**src/rtl/psg_pkg.sv**
```systemverilog
// Shared types and constants for the PSG tone scheduler slice.
package psg_pkg;

    typedef enum logic [2:0] {
        S_IDLE,
        S_SLOT0,
        S_SLOT1,
        S_SLOT2,
        S_DONE
    } sched_state_t;

    localparam int          NUM_TONE_CH  = 3;
    localparam logic [3:0]  ATTEN_SILENT = 4'hF;
    localparam int          FREQ_W       = 10;

endpackage

```
**src/rtl/psg_tone_scheduler_if.sv**
```systemverilog
// Register-write bus from the PSG command decoder into the tone scheduler.
interface psg_tone_scheduler_if;
    import psg_pkg::*;

    logic [NUM_TONE_CH-1:0] enable;
    logic [FREQ_W-1:0]      freq;
    logic [NUM_TONE_CH-1:0] atten_enable;
    logic [3:0]             atten_mag;

    modport master (
        output enable,
        output freq,
        output atten_enable,
        output atten_mag
    );

    modport slave (
        input enable,
        input freq,
        input atten_enable,
        input atten_mag
    );

endinterface

```
**src/rtl/psg_prescaler.sv**
```systemverilog
// Free-running clock divider; tick marks the last clk cycle of each PSG tick period.
module psg_prescaler #(
    parameter int DIV_LOG2 = 4
) (
    input  logic clk,
    input  logic reset_N,
    output logic tick
);

    logic [DIV_LOG2-1:0] count;

    always_ff @(posedge clk) begin
        if (!reset_N) begin
            count <= '0;
        end else begin
            count <= count + 1'b1;
        end
    end

    assign tick = &count;

endmodule

```
**src/rtl/psg_tone_scheduler.sv**
```systemverilog
// Three-channel tone generator sharing one down-counter across round-robin slots.
module psg_tone_scheduler
    import psg_pkg::*;
#(
    parameter int DIV_LOG2 = 4
) (
    input  logic                    clk,
    input  logic                    reset_N,
    psg_tone_scheduler_if.slave     wr,
    output logic [NUM_TONE_CH-1:0]  tone_out,
    output logic [3:0]              amp0,
    output logic [3:0]              amp1,
    output logic [3:0]              amp2,
    output logic                    sample_strobe
);

    logic              tick;
    sched_state_t      state;
    sched_state_t      state_next;
    logic              slot_active;
    logic [1:0]        slot_idx;
    logic              amp_load;

    logic [FREQ_W-1:0] freq_reg  [NUM_TONE_CH];
    logic [3:0]        atten_reg [NUM_TONE_CH];
    logic [FREQ_W-1:0] cnt       [NUM_TONE_CH];

    logic [FREQ_W-1:0] sel_cnt;
    logic [FREQ_W-1:0] sel_freq;
    logic              sel_tone;
    logic              reload;
    logic [FREQ_W-1:0] next_cnt;
    logic              next_tone;

    psg_prescaler #(.DIV_LOG2(DIV_LOG2)) u_prescaler (
        .clk     (clk),
        .reset_N (reset_N),
        .tick    (tick)
    );

    always_ff @(posedge clk) begin
        if (!reset_N) begin
            state <= S_IDLE;
        end else begin
            state <= state_next;
        end
    end

    always_comb begin
        state_next  = state;
        slot_active = 1'b0;
        slot_idx    = 2'd0;
        amp_load    = 1'b0;
        case (state)
            S_IDLE: begin
                if (tick) begin
                    state_next = S_SLOT0;
                end
            end
            S_SLOT0: begin
                slot_active = 1'b1;
                slot_idx    = 2'd0;
                state_next  = S_SLOT1;
            end
            S_SLOT1: begin
                slot_active = 1'b1;
                slot_idx    = 2'd1;
                state_next  = S_SLOT2;
            end
            S_SLOT2: begin
                slot_active = 1'b1;
                slot_idx    = 2'd2;
                state_next  = S_DONE;
            end
            S_DONE: begin
                amp_load   = 1'b1;
                state_next = S_IDLE;
            end
            default: state_next = S_IDLE;
        endcase
    end

    // Single shared decrementer: operands are muxed in by the active slot index.
    always_comb begin
        sel_cnt  = cnt[0];
        sel_freq = freq_reg[0];
        sel_tone = tone_out[0];
        case (slot_idx)
            2'd1: begin
                sel_cnt  = cnt[1];
                sel_freq = freq_reg[1];
                sel_tone = tone_out[1];
            end
            2'd2: begin
                sel_cnt  = cnt[2];
                sel_freq = freq_reg[2];
                sel_tone = tone_out[2];
            end
            default: ;
        endcase
        reload    = (sel_cnt <= 10'd1);
        next_cnt  = reload ? sel_freq : (sel_cnt - 10'd1);
        next_tone = (sel_freq <= 10'd1) ? 1'b1 : ~sel_tone;
    end

    always_ff @(posedge clk) begin
        if (!reset_N) begin
            for (int unsigned i = 0; i < NUM_TONE_CH; i++) begin
                freq_reg[i]  <= '0;
                atten_reg[i] <= ATTEN_SILENT;
                cnt[i]       <= '0;
            end
            tone_out      <= '0;
            amp0          <= '0;
            amp1          <= '0;
            amp2          <= '0;
            sample_strobe <= 1'b0;
        end else begin
            for (int unsigned i = 0; i < NUM_TONE_CH; i++) begin
                if (wr.enable[i]) begin
                    freq_reg[i] <= wr.freq;
                end
                if (wr.atten_enable[i]) begin
                    atten_reg[i] <= wr.atten_mag;
                end
                if (slot_active && (slot_idx == i[1:0])) begin
                    cnt[i] <= next_cnt;
                    if (reload) begin
                        tone_out[i] <= next_tone;
                    end
                end
            end
            if (amp_load) begin
                amp0 <= tone_out[0] ? (ATTEN_SILENT - atten_reg[0]) : 4'h0;
                amp1 <= tone_out[1] ? (ATTEN_SILENT - atten_reg[1]) : 4'h0;
                amp2 <= tone_out[2] ? (ATTEN_SILENT - atten_reg[2]) : 4'h0;
            end
            sample_strobe <= amp_load;
        end
    end

endmodule

```
**src/flat_wrapper.sv**
```systemverilog
// flat-port wrapper written by rule: the top's interface ports become plain ports
module psg_tone_scheduler_flat import psg_pkg::*;
#(
    parameter int DIV_LOG2 = 4
)
  (clk, reset_N, tone_out, amp0, amp1, amp2, sample_strobe, wr_enable, wr_freq, wr_atten_enable, wr_atten_mag);
  psg_tone_scheduler_if wr_i ();
  input  logic clk;
  input  logic reset_N;
  output logic [NUM_TONE_CH-1:0] tone_out;
  output logic [3:0] amp0;
  output logic [3:0] amp1;
  output logic [3:0] amp2;
  output logic sample_strobe;
  input wire logic [$bits(wr_i.enable)-1:0] wr_enable;
  input wire logic [$bits(wr_i.freq)-1:0] wr_freq;
  input wire logic [$bits(wr_i.atten_enable)-1:0] wr_atten_enable;
  input wire logic [$bits(wr_i.atten_mag)-1:0] wr_atten_mag;
  assign wr_i.enable = wr_enable;
  assign wr_i.freq = wr_freq;
  assign wr_i.atten_enable = wr_atten_enable;
  assign wr_i.atten_mag = wr_atten_mag;
  psg_tone_scheduler #(.DIV_LOG2(DIV_LOG2)) u_core (.clk(clk), .reset_N(reset_N), .wr(wr_i), .tone_out(tone_out), .amp0(amp0), .amp1(amp1), .amp2(amp2), .sample_strobe(sample_strobe));
endmodule
```
**config.mk**
```make
export PLATFORM = sky130hd
export DESIGN_NAME = psg_tone_scheduler_flat
export DESIGN_NICKNAME = d
export VERILOG_FILES = /design/src/rtl/psg_pkg.sv /design/src/rtl/psg_tone_scheduler_if.sv /design/src/rtl/psg_prescaler.sv /design/src/rtl/psg_tone_scheduler.sv /design/src/flat_wrapper.sv
export SDC_FILE = /design/constraint.sdc
export NUM_CORES = 1
export LEC_CHECK = 0
export BUFFER_PORTS_ARGS = -buffer_cell sky130_fd_sc_hd__buf_2
export CORE_UTILIZATION = 40
export CTS_CLUSTER_SIZE = 12
export DETAILED_ROUTE_END_ITERATION = 10
export MAX_ROUTING_LAYER = met4
export SLEW_MARGIN = 30
export SYNTH_ARGS = -nofsm -noshare
export SYNTH_HDL_FRONTEND = slang
export SYNTH_SLANG_ARGS = --single-unit
```
**constraint.sdc**
```tcl
create_clock -name clk -period 3.2 [get_ports clk]
set_input_delay 0.16 -clock clk [delete_from_list [all_inputs] [get_ports clk]]
set_output_delay 0.16 -clock clk [all_outputs]
set_load 0.005 [all_outputs]
```
# ---- After elaboration in Yosys (flattened, before gate mapping)
# Memories as Yosys holds them, arrays and structs flattened.
# Index checks and enable logic that the tools add are counted.
dict set report totals {
  register_bits 23
  mem_bits_rw 72
  input_bits 22
  out_inout_bits 16
  elab_cells 96
  mem_count 3
}
dict set report classes {
  add_sub_neg 5
  magnitude_cmp 2
  eq_ne 7
  mux 50
  n_bitwise 10
  n_reduce_logical 10
}
# memory words width read_ports rd_clocked_by_memory_dff write_ports line_no
set mem_list {}
lappend mem_list {u_core.cnt 3 10 3 0 3 psg_tone_scheduler.sv:26} ;# logic [FREQ_W-1:0] cnt [NUM_TONE_CH];
lappend mem_list {u_core.freq_reg 3 10 3 0 3 psg_tone_scheduler.sv:24} ;# logic [FREQ_W-1:0] freq_reg [NUM_TONE_CH];
lappend mem_list {u_core.atten_reg 3 4 3 0 3 psg_tone_scheduler.sv:25} ;# logic [3:0] atten_reg [NUM_TONE_CH];
# op count
set op_table {}
lappend op_table {{two-way mux 10 bit} 7}
lappend op_table {{case mux 10 bit (2 select lines)} 2}
lappend op_table {{two-way mux 1 bit} 31}
lappend op_table {{two-way mux 4 bit} 6}
lappend op_table {{less-or-equal comparator 10 x 1 -> 1 bit (second input constant)} 2}
lappend op_table {{case mux 3 bit (4 select lines)} 1}
lappend op_table {{subtractor 4 bit (first input constant)} 3}
lappend op_table {{subtractor 10 x 1 -> 10 bit (second input constant)} 1}
lappend op_table {{OR 1 bit} 9}
lappend op_table {{equality test 3 x 2 -> 1 bit (second input constant)} 2}
lappend op_table {{AND reduction 2 bit} 3}
lappend op_table {{adder 4 x 1 -> 4 bit (second input constant)} 1}
lappend op_table {{case mux 2 bit (2 select lines)} 1}
lappend op_table {{AND reduction 4 bit} 1}
lappend op_table {{equality test 3 x 1 -> 1 bit (second input constant)} 1}
lappend op_table {{equality test 3 bit (second input constant)} 1}
lappend op_table {{logical AND 1 bit} 3}
lappend op_table {{zero test 3 bit} 1}
lappend op_table {{two-way mux 3 bit} 1}
lappend op_table {{OR reduction 3 bit} 1}
lappend op_table {{equality test 2 x 1 -> 1 bit (second input constant)} 1}
lappend op_table {{equality test 2 bit (second input constant)} 1}
lappend op_table {{zero test 2 bit} 1}
lappend op_table {{!= test 2 x 1 -> 1 bit (second input constant)} 1}
lappend op_table {{other kinds (2)} 2}

# ---- Logic depth before layout (Yosys ltp)
# Gate-level depths: netlist of the first run.
dict set report logic_depth {
  ltp_word 8
  mapped_depth 12
  ltp_nobuf 9
}

# ---- By module
# Synthesis of the first run repeated with hierarchy kept, for this count alone.
dict set report hier_totals {
  hier_cells 326
  area_unflattened_um2 4023.9
}
# mod n_inst cells_each area_per_inst_um2 seq_area_each_um2
set by_module_without_submodules {}
lappend by_module_without_submodules {psg_tone_scheduler 1 312 3871.2 2542.4}
lappend by_module_without_submodules {psg_prescaler 1 14 152.6 80.1}

# ---- Least setup slack after synthesis of the first run
# OpenSTA, ideal clock, no wires.
dict set report synth_path {
  path_kind {reg-to-reg}
  start {register u_core.state[1]}
  end {memory u_core.cnt[0][0] (data pin)}
  setup_ns 0.279
  arrival_time_ns 2.695
  required_ns 2.921
  setup_slack_ns 0.226
  path_stages_with_launch 13
  cell_sequence {dfxtp_1 nor2b_1 buf_6 buf_12 buf_2 mux2i_1 ha_1 o22ai_1 o21a_2 or3_4 buf_8 a211oi_1 a211oi_1}
}
# element line_no
set synth_rtl {}
lappend synth_rtl {{start: declaration} psg_tone_scheduler.sv:18} ;# sched_state_t state;
lappend synth_rtl {{start signal: assignment} psg_tone_scheduler.sv:45} ;# state <= state_next;
lappend synth_rtl {{end: declaration} psg_tone_scheduler.sv:26}

==> flow_summary_export.csv, run 1 <==
group,metric,value,unit
logic_synthesis,seq_area_frac_synth,63.9,%
logic_synthesis,synth_fa_ha_area_share,0.914,%
clock_network,cts_buffer_depth,2,
worst_setup_path,max_stage_delay,0.45,ns
worst_setup_path,cp-end-kind,"flip-flop",
worst_setup_path,crit_arrival,3.05,ns
sta,hold_viol,0,
logic_synthesis,yosysWarnings,0,
worst_setup_path,crit_required,3.35,ns
global_routing,globalRouteOverflowTotal,0,
sta,grt_setup_unrepaired,"no",
worst_setup_path,crit_slowest_cell,"dfxtp_1",
power_and_ir_drop,power.leakage,0.00166,uW
worst_setup_path,crit_chain,"nor2b_4, mux2i_1, ha_1, o22ai_1, o21a_2, or3_4, and3_1, a211oi_1",
logic_synthesis,synth_compound_area_share,8.05,%
finish,seq_area,0.00262,sq mm
place,post_dp_cell_area,0.00438,sq mm
logic_synthesis,synth_seq_cells,95,
drt,dr.max_layer_used,"met4",
logic_synthesis,avgSynthCellArea,14.2,sq um
logic_synthesis,synth-edff-count,72,
drt,viasPerCell,4.96,
clock_network,htreeDepth,3,
finish,area_growth,11.7,%
floorplanning,rows,36,
global_routing,antenna_found_initial,0,
drt,firstDrtPassIters,4,
finish,drive_above_1_share,30.6,%
logic_synthesis,yosys.area_share.simple,11.6,%
sta,period_minus_slack,2.90,ns
global_routing,grt_use_total,15.3,%
logic_synthesis,synth-xor-area-share,1.71,%
sta,max_freq,345,MHz
drt,ant_nets,0,
floorplanning,die_y,103,microns
floorplanning,start_util,41.6,%
clock_network,post_cts_buffers,0,
hold_path,min_path_type,"in -> reg",
drt,wl_per_cell,15.8,microns
finish,diodes,0,
clock_network,clk_pin_slew_worst_paths,0.10,ns
clock_network,cts_buffers,9,
power_and_ir_drop,p_total,2320,uW
logic_synthesis,synth_top_area_cell,"edfxtp_1",
logic_synthesis,synth_ff_type,"edfxtp_1",
clock_network,postCtsHoldBufs,0,
floorplanning,die_width,103,microns
worst_setup_path,cp_max_fo,11,
logic_synthesis,yosys-top-cells-count,"edfxtp_1 (72), dfxtp_1 (23), nand2_1 (23)",
worst_setup_path,path_buf_inv,0,
clock_network,clock-sinks,95,
finish,fillers,896,
finish,multi_input_area,0.00136,sq mm
sta,tns,0,ns
drt,remaining_drc_errors,0,
sta,max_slew.worst_pin.slew,0.593,ns
finish,final_nets,357,
floorplanning,io-pin-count,38,
logic_synthesis,synth_top_area_share,52.7,%
drt,wl,7.41,mm
drt,wl_met2,3.41,mm
place,io_buffers,37,
worst_setup_path,start_kind,"flip-flop",
power_and_ir_drop,peakVddDrop,0.211,mV
finish,final_cells,470,
logic_synthesis,syn_nets,315,
logic_synthesis,synth_cell_types,55,
worst_setup_path,cp_top_family,"simple AND/OR/NAND/NOR gates",
clock_network,cts_tree,"built",
logic_synthesis,synth.most_common_cell,"edfxtp_1",
logic_synthesis,postSynth.asyncResetShare,0,%
place,place_congestion,0.754,
sta,finalSetupViolCount,0,
floorplanning,dieArea,0.0107,sq mm
sta,timing.final.crit_share,90.5,%
power_and_ir_drop,p_per_area,506,mW/mm^2
sta,skew,0.0173,ns
run,drv_cap,0,
drt,vias,2330,
drt,drt_iter0_drc,103,
clock_network,insertion_delay,0.37,ns
logic_synthesis,netlist_top_cells_area,"edfxtp_1 (53%), dfxtp_1 (11%), mux2_2 (4.7%)",
drt,wl_met3,186,microns
global_routing,grt_pass1_vias,2191,
global_routing,grt_first_pass_wirelength,11.3,mm
place,hpwl,5.19,mm
logic_synthesis,syn_area,0.00411,sq mm
logic_synthesis,synth_top_family_by_area,"simple AND/OR/NAND/NOR gates",
sta,relSlewSlack,60.2,%
worst_setup_path,critPathKind,"reg -> reg",
clock_network,cts_root_buffer,"clkbuf_8",
floorplanning,coreArea,0.00986,sq mm
run_status,status,"completed",
place,dp.cells,454,
global_routing,grt_max_degree,24,
sta,report.final.slew_viol_count,0,
logic_synthesis,muxShareOfSynthArea,10.6,%
logic_synthesis,synthCells,290,
drt,wl_met1,3.71,mm
finish,fin_area,0.00459,sq mm
-- where the power goes --
part / internal (uW) / total (uW) / switching, uW
Sequential: 1400 / 1410 / 19.7
Clock: 324 / 774 / 450
Combinational: 56.0 / 134 / 78.0
-- per-stage QoR --
step / setup slack [ns] / util, % / hold WS (ns)
6_report: 0.303 / 46.5 / 0.0830
5_1_grt: 0.109 / 46.5 / 0.0731
3_5_place_dp: 0.201 / 44.4 / 0.429
2_1_floorplan: 0.226 / - / 0.330
4_1_cts: 0.179 / 46.4 / 0.0628
3_3_place_gp: 0.292 / 44.4 / 0.426
-- placed cells by master (no fill, tap or decap), types with 2 or more instances in the layout --
cell type / synthesis / routed
inv_8: 0 / 3
and3_1: 3 / 3
o31a_1: 2 / 2
nand2b_1: 8 / 8
o31ai_2: 2 / 2
o21ai_0: 15 / 15
clkinv_4: 0 / 3
buf_2: 2 / 37
or2_2: 5 / 5
nor3_1: 4 / 4
dfxtp_1: 23 / 22
mux2i_1: 16 / 16
mux2_2: 17 / 17
nand2_1: 23 / 23
edfxtp_1: 72 / 72
nand3_2: 2 / 2
xnor2_1: 5 / 5
and2_1: 14 / 14
mux2i_2: 3 / 3
a21oi_1: 3 / 3
a211oi_1: 8 / 8
nor2_1: 11 / 11
clkbuf_8: 2 / 10
ha_1: 3 / 3
o211ai_1: 3 / 3
a31oi_1: 2 / 2
a21boi_0: 2 / 2
nand4_1: 2 / 2
buf_4: 0 / 7
o21ai_1: 2 / 2
xor2_1: 3 / 3
mux2_4: 2 / 2
-- worst paths after layout --
kind         slack [ns]                             start  cells past startpoint                                to
max                0.30      u_core.state[1]$_SDFFE_PN0P_                      8        u_core.cnt[0][3]$_DFFE_PP_
min                0.08                   wr_atten_mag[0]                      2  u_core.atten_reg[0][4]$_DFFE_PP_
max reg2reg        0.30      u_core.state[1]$_SDFFE_PN0P_                      8        u_core.cnt[0][3]$_DFFE_PP_
min reg2reg        0.44  u_core.atten_reg[0][9]$_DFFE_PP_                      1       u_core.amp2[1]$_SDFFE_PN0P_
-- worst register-to-register path, stage by stage, from the launching register on --
cell and delay, ns:
dfxtp_1 0.45, nor2b_4 0.30, mux2i_1 0.39, ha_1 0.28
o22ai_1 0.11, o21a_2 0.23, or3_4 0.44, and3_1 0.18
a211oi_1 0.31
-- logic make-up after synthesis --
family / count (synthesis)
AO/OA/AOI/OAI: 47
XOR/XNOR: 8
adder cells (fa/ha/maj): 3
buffers and inverters: 14
flip-flops: 95
multiplexers: 39
AND/OR/NAND/NOR: 84
-- layout make-up --
cell class | count | share of cell area [%]
flip-flops and latches | 95 | 57.2
multi-input cells | 181 | 29.6
repair buffers | 44 | 5.18
well taps | 133 | 3.63
clock buffers | 10 | 3.00
clock inverters | 6 | 1.31
inverters | 1 | 0.0818
-- per-layer routing --
metal / vias to the layer above / global-route usage, %
met2: 38 / 22.8
met4: 0 / 6.18
met3: 9 / 3.43
li1: 1170 / -
met5: - / -
met1: 1113 / 20.3
-- repair_timing --
item,in CTS,in global routing
setup endpoints to repair,0,6
resized for setup,0,2
endpoints found under the hold margin,0,0
(Power assumes the default switching activity.)
==> inputs of run 2 (changes only) <==
--- a/config.mk
+++ b/config.mk
@@ -6,6 +6,7 @@
 export NUM_CORES = 1
 export LEC_CHECK = 0
 export BUFFER_PORTS_ARGS = -buffer_cell sky130_fd_sc_hd__buf_2
+export CORE_ASPECT_RATIO = 1.1
 export CORE_UTILIZATION = 40
 export CTS_CLUSTER_SIZE = 12
 export DETAILED_ROUTE_END_ITERATION = 10
==> run 2 against run 1 <==
Effect of this change: combinational power hardly changed; largest cell class unchanged; wire length is 2.2% higher; sequential share of layout area is 0.28 points lower; global-route usage is 0.88 points higher.
==> flow_summary_export.csv, run 2 (synthesized netlist as in run 1, its figures left out) <==
group,metric,value,unit
run_status,status,"completed",
drt,remaining_drc_errors,0,
global_routing,globalRouteOverflowTotal,0,
worst_setup_path,cp-startpoint,"u_core.state[1]$_SDFFE_PN0P_",
floorplanning,start_util,41.3,%
clock_network,clock-sinks,95,
sta,grt_setup_unrepaired,"no",
place,pre_cts_slack,0.313,ns
drt,vias,2362,
drt,wl_per_cell,16.5,microns
finish,diodes,0,
sta,skew,0.00760,ns
place,io_buffers,37,
global_routing,grt_use_total,16.2,%
worst_setup_path,cp-end-kind,"flip-flop",
sta,max_freq,341,MHz
power_and_ir_drop,power.leakage,0.00168,uW
sta,setup_slack,0.268,ns
global_routing,grt_max_degree,24,
worst_setup_path,reg2reg_depth,8,
clock_network,insertion_delay,0.37,ns
floorplanning,io-pin-count,38,
global_routing,grt_pass1_vias,2384,
floorplanning,coreArea,0.00994,sq mm
finish,final_util,46.4,%
place,place_congestion,0.778,
drt,firstDrtPassIters,4,
clock_network,cts_buffers,9,
floorplanning,dieArea,0.0107,sq mm
worst_setup_path,critPathCapture,"u_core.cnt[0][3]$_DFFE_PP_",
power_and_ir_drop,p_per_area,524,mW/mm^2
finish,final_common_cell,"edfxtp_1",
floorplanning,die_width,98.6,microns
clock_network,cts_buffer_depth,2,
sta,report.final.slew_viol_count,0,
finish,final_nets,359,
power_and_ir_drop,peakVddDrop,0.296,mV
sta,finalSetupViolCount,0,
hold_path,min_path_type,"in -> reg",
clock_network,htreeDepth,3,
clock_network,post_cts_resize_count,0,
finish,layout_common_cells,"edfxtp_1 (72), buf_2 (37), nand2_1 (23), dfxtp_1 (23), mux2_2 (17)",
drt,viasPerCell,5.15,
worst_setup_path,cp_max_fo,11,
sta,period_minus_slack,2.93,ns
worst_setup_path,crit_required,3.36,ns
clock_network,postCtsHoldBufs,0,
sta,relSlewSlack,63.9,%
sta,timing.final.crit_share,91.6,%
worst_setup_path,rrSetupSlack,0.27,ns
global_routing,grt_first_pass_wirelength,12.4,mm
place,hpwl,5.34,mm
drt,drt_iter0_drc,121,
worst_setup_path,critPathKind,"reg -> reg",
floorplanning,die_y,108,microns
sta,tns,0,ns
floorplanning,rows,38,
clock_network,cts_root_buffer,"clkbuf_8",
finish,drive_above_1_share,30.7,%
finish,area_growth,12.2,%
clock_network,cts_tree,"built",
global_routing,antenna_found_initial,0,
worst_setup_path,crit_arrival,3.10,ns
clock_network,post_cts_buffers,0,
worst_setup_path,r2r-end,"u_core.cnt[0][3]$_DFFE_PP_",
drt,wl,7.57,mm
worst_setup_path,start_kind,"flip-flop",
sta,hold_viol,0,
worst_setup_path,worstReg2RegStart,"u_core.state[1]$_SDFFE_PN0P_",
run,drv_cap,0,
clock_network,clk_pin_slew_worst_paths,0.09,ns
sta,max_slew.worst_pin.slew,0.541,ns
drt,ant_nets,0,
==> run 2: how the worst min path moves through the flow <==
stage | startpoint | slack, ns | cells past startpoint | endpoint
global placement | u_core.atten_reg[0][9]$_DFFE_PP_ | 0.42 | 1 | u_core.amp2[1]$_SDFFE_PN0P_
floorplan | reset_N | 0.33 | 2 | u_core.state[1]$_SDFFE_PN0P_
global route | wr_atten_mag[0] | 0.06 | 2 | u_core.atten_reg[0][0]$_DFFE_PP_
detailed placement | u_core.atten_reg[0][11]$_DFFE_PP_ | 0.42 | 1 | u_core.amp2[3]$_SDFFE_PN0P_
CTS | wr_atten_mag[0] | 0.07 | 2 | u_core.atten_reg[0][0]$_DFFE_PP_
finish | wr_atten_mag[0] | 0.08 | 2 | u_core.atten_reg[0][4]$_DFFE_PP_
==> run 2: area by class of cell <==
class	count	area, sq um
clock buffers	11	163
clock inverters	5	62.6
fillers	885	5330
inverters	1	3.75
multi-input cells	181	1350
flip-flops and latches	95	2620
well taps	120	150
repair buffers	46	253
==> run 2: stage by stage <==
| stage | power, uW | instance area, sq um | hold slack [ns] | instances |
|---|---|---|---|---|
| 2_1_floorplan | 1530 | 4110 | 0.330 | 290 |
| 3_3_place_gp | 1580 | 4380 | 0.421 | 443 |
| 3_5_place_dp | 1580 | 4380 | 0.424 | 443 |
| 4_1_cts | 2430 | 4610 | 0.0696 | 459 |
| 5_1_grt | 2510 | 4610 | 0.0644 | 459 |
| 6_report | 2410 | 4610 | 0.0837 | 459 |
==> run 2: worst max-delay path, stage by stage (launching register included) <==
cell and delay, ns:
dfxtp_1 0.42, nor2b_2 0.37, mux2i_1 0.39, ha_1 0.28, o22ai_1 0.10, o21a_2 0.23
or3_4 0.45, and3_1 0.18, a211oi_1 0.31
==> run 2: layer usage <==
layer  global-route usage (%)  up-vias  wire [microns]
met4                     7.68        0             182
met3                     3.94       14             274
met1                     18.7     1119            3390
met5                        -        -               0
met2                     26.7       55            3730
li1                         -     1174               -
==> run 2: power by group <==
| group | leakage, uW | internal [uW] | switching [uW] |
|---|---|---|---|
| Sequential | 0.000930 | 1390 | 18.6 |
| Combinational | 0.000640 | 57.7 | 79.3 |
| Clock | 0.000113 | 435 | 427 |
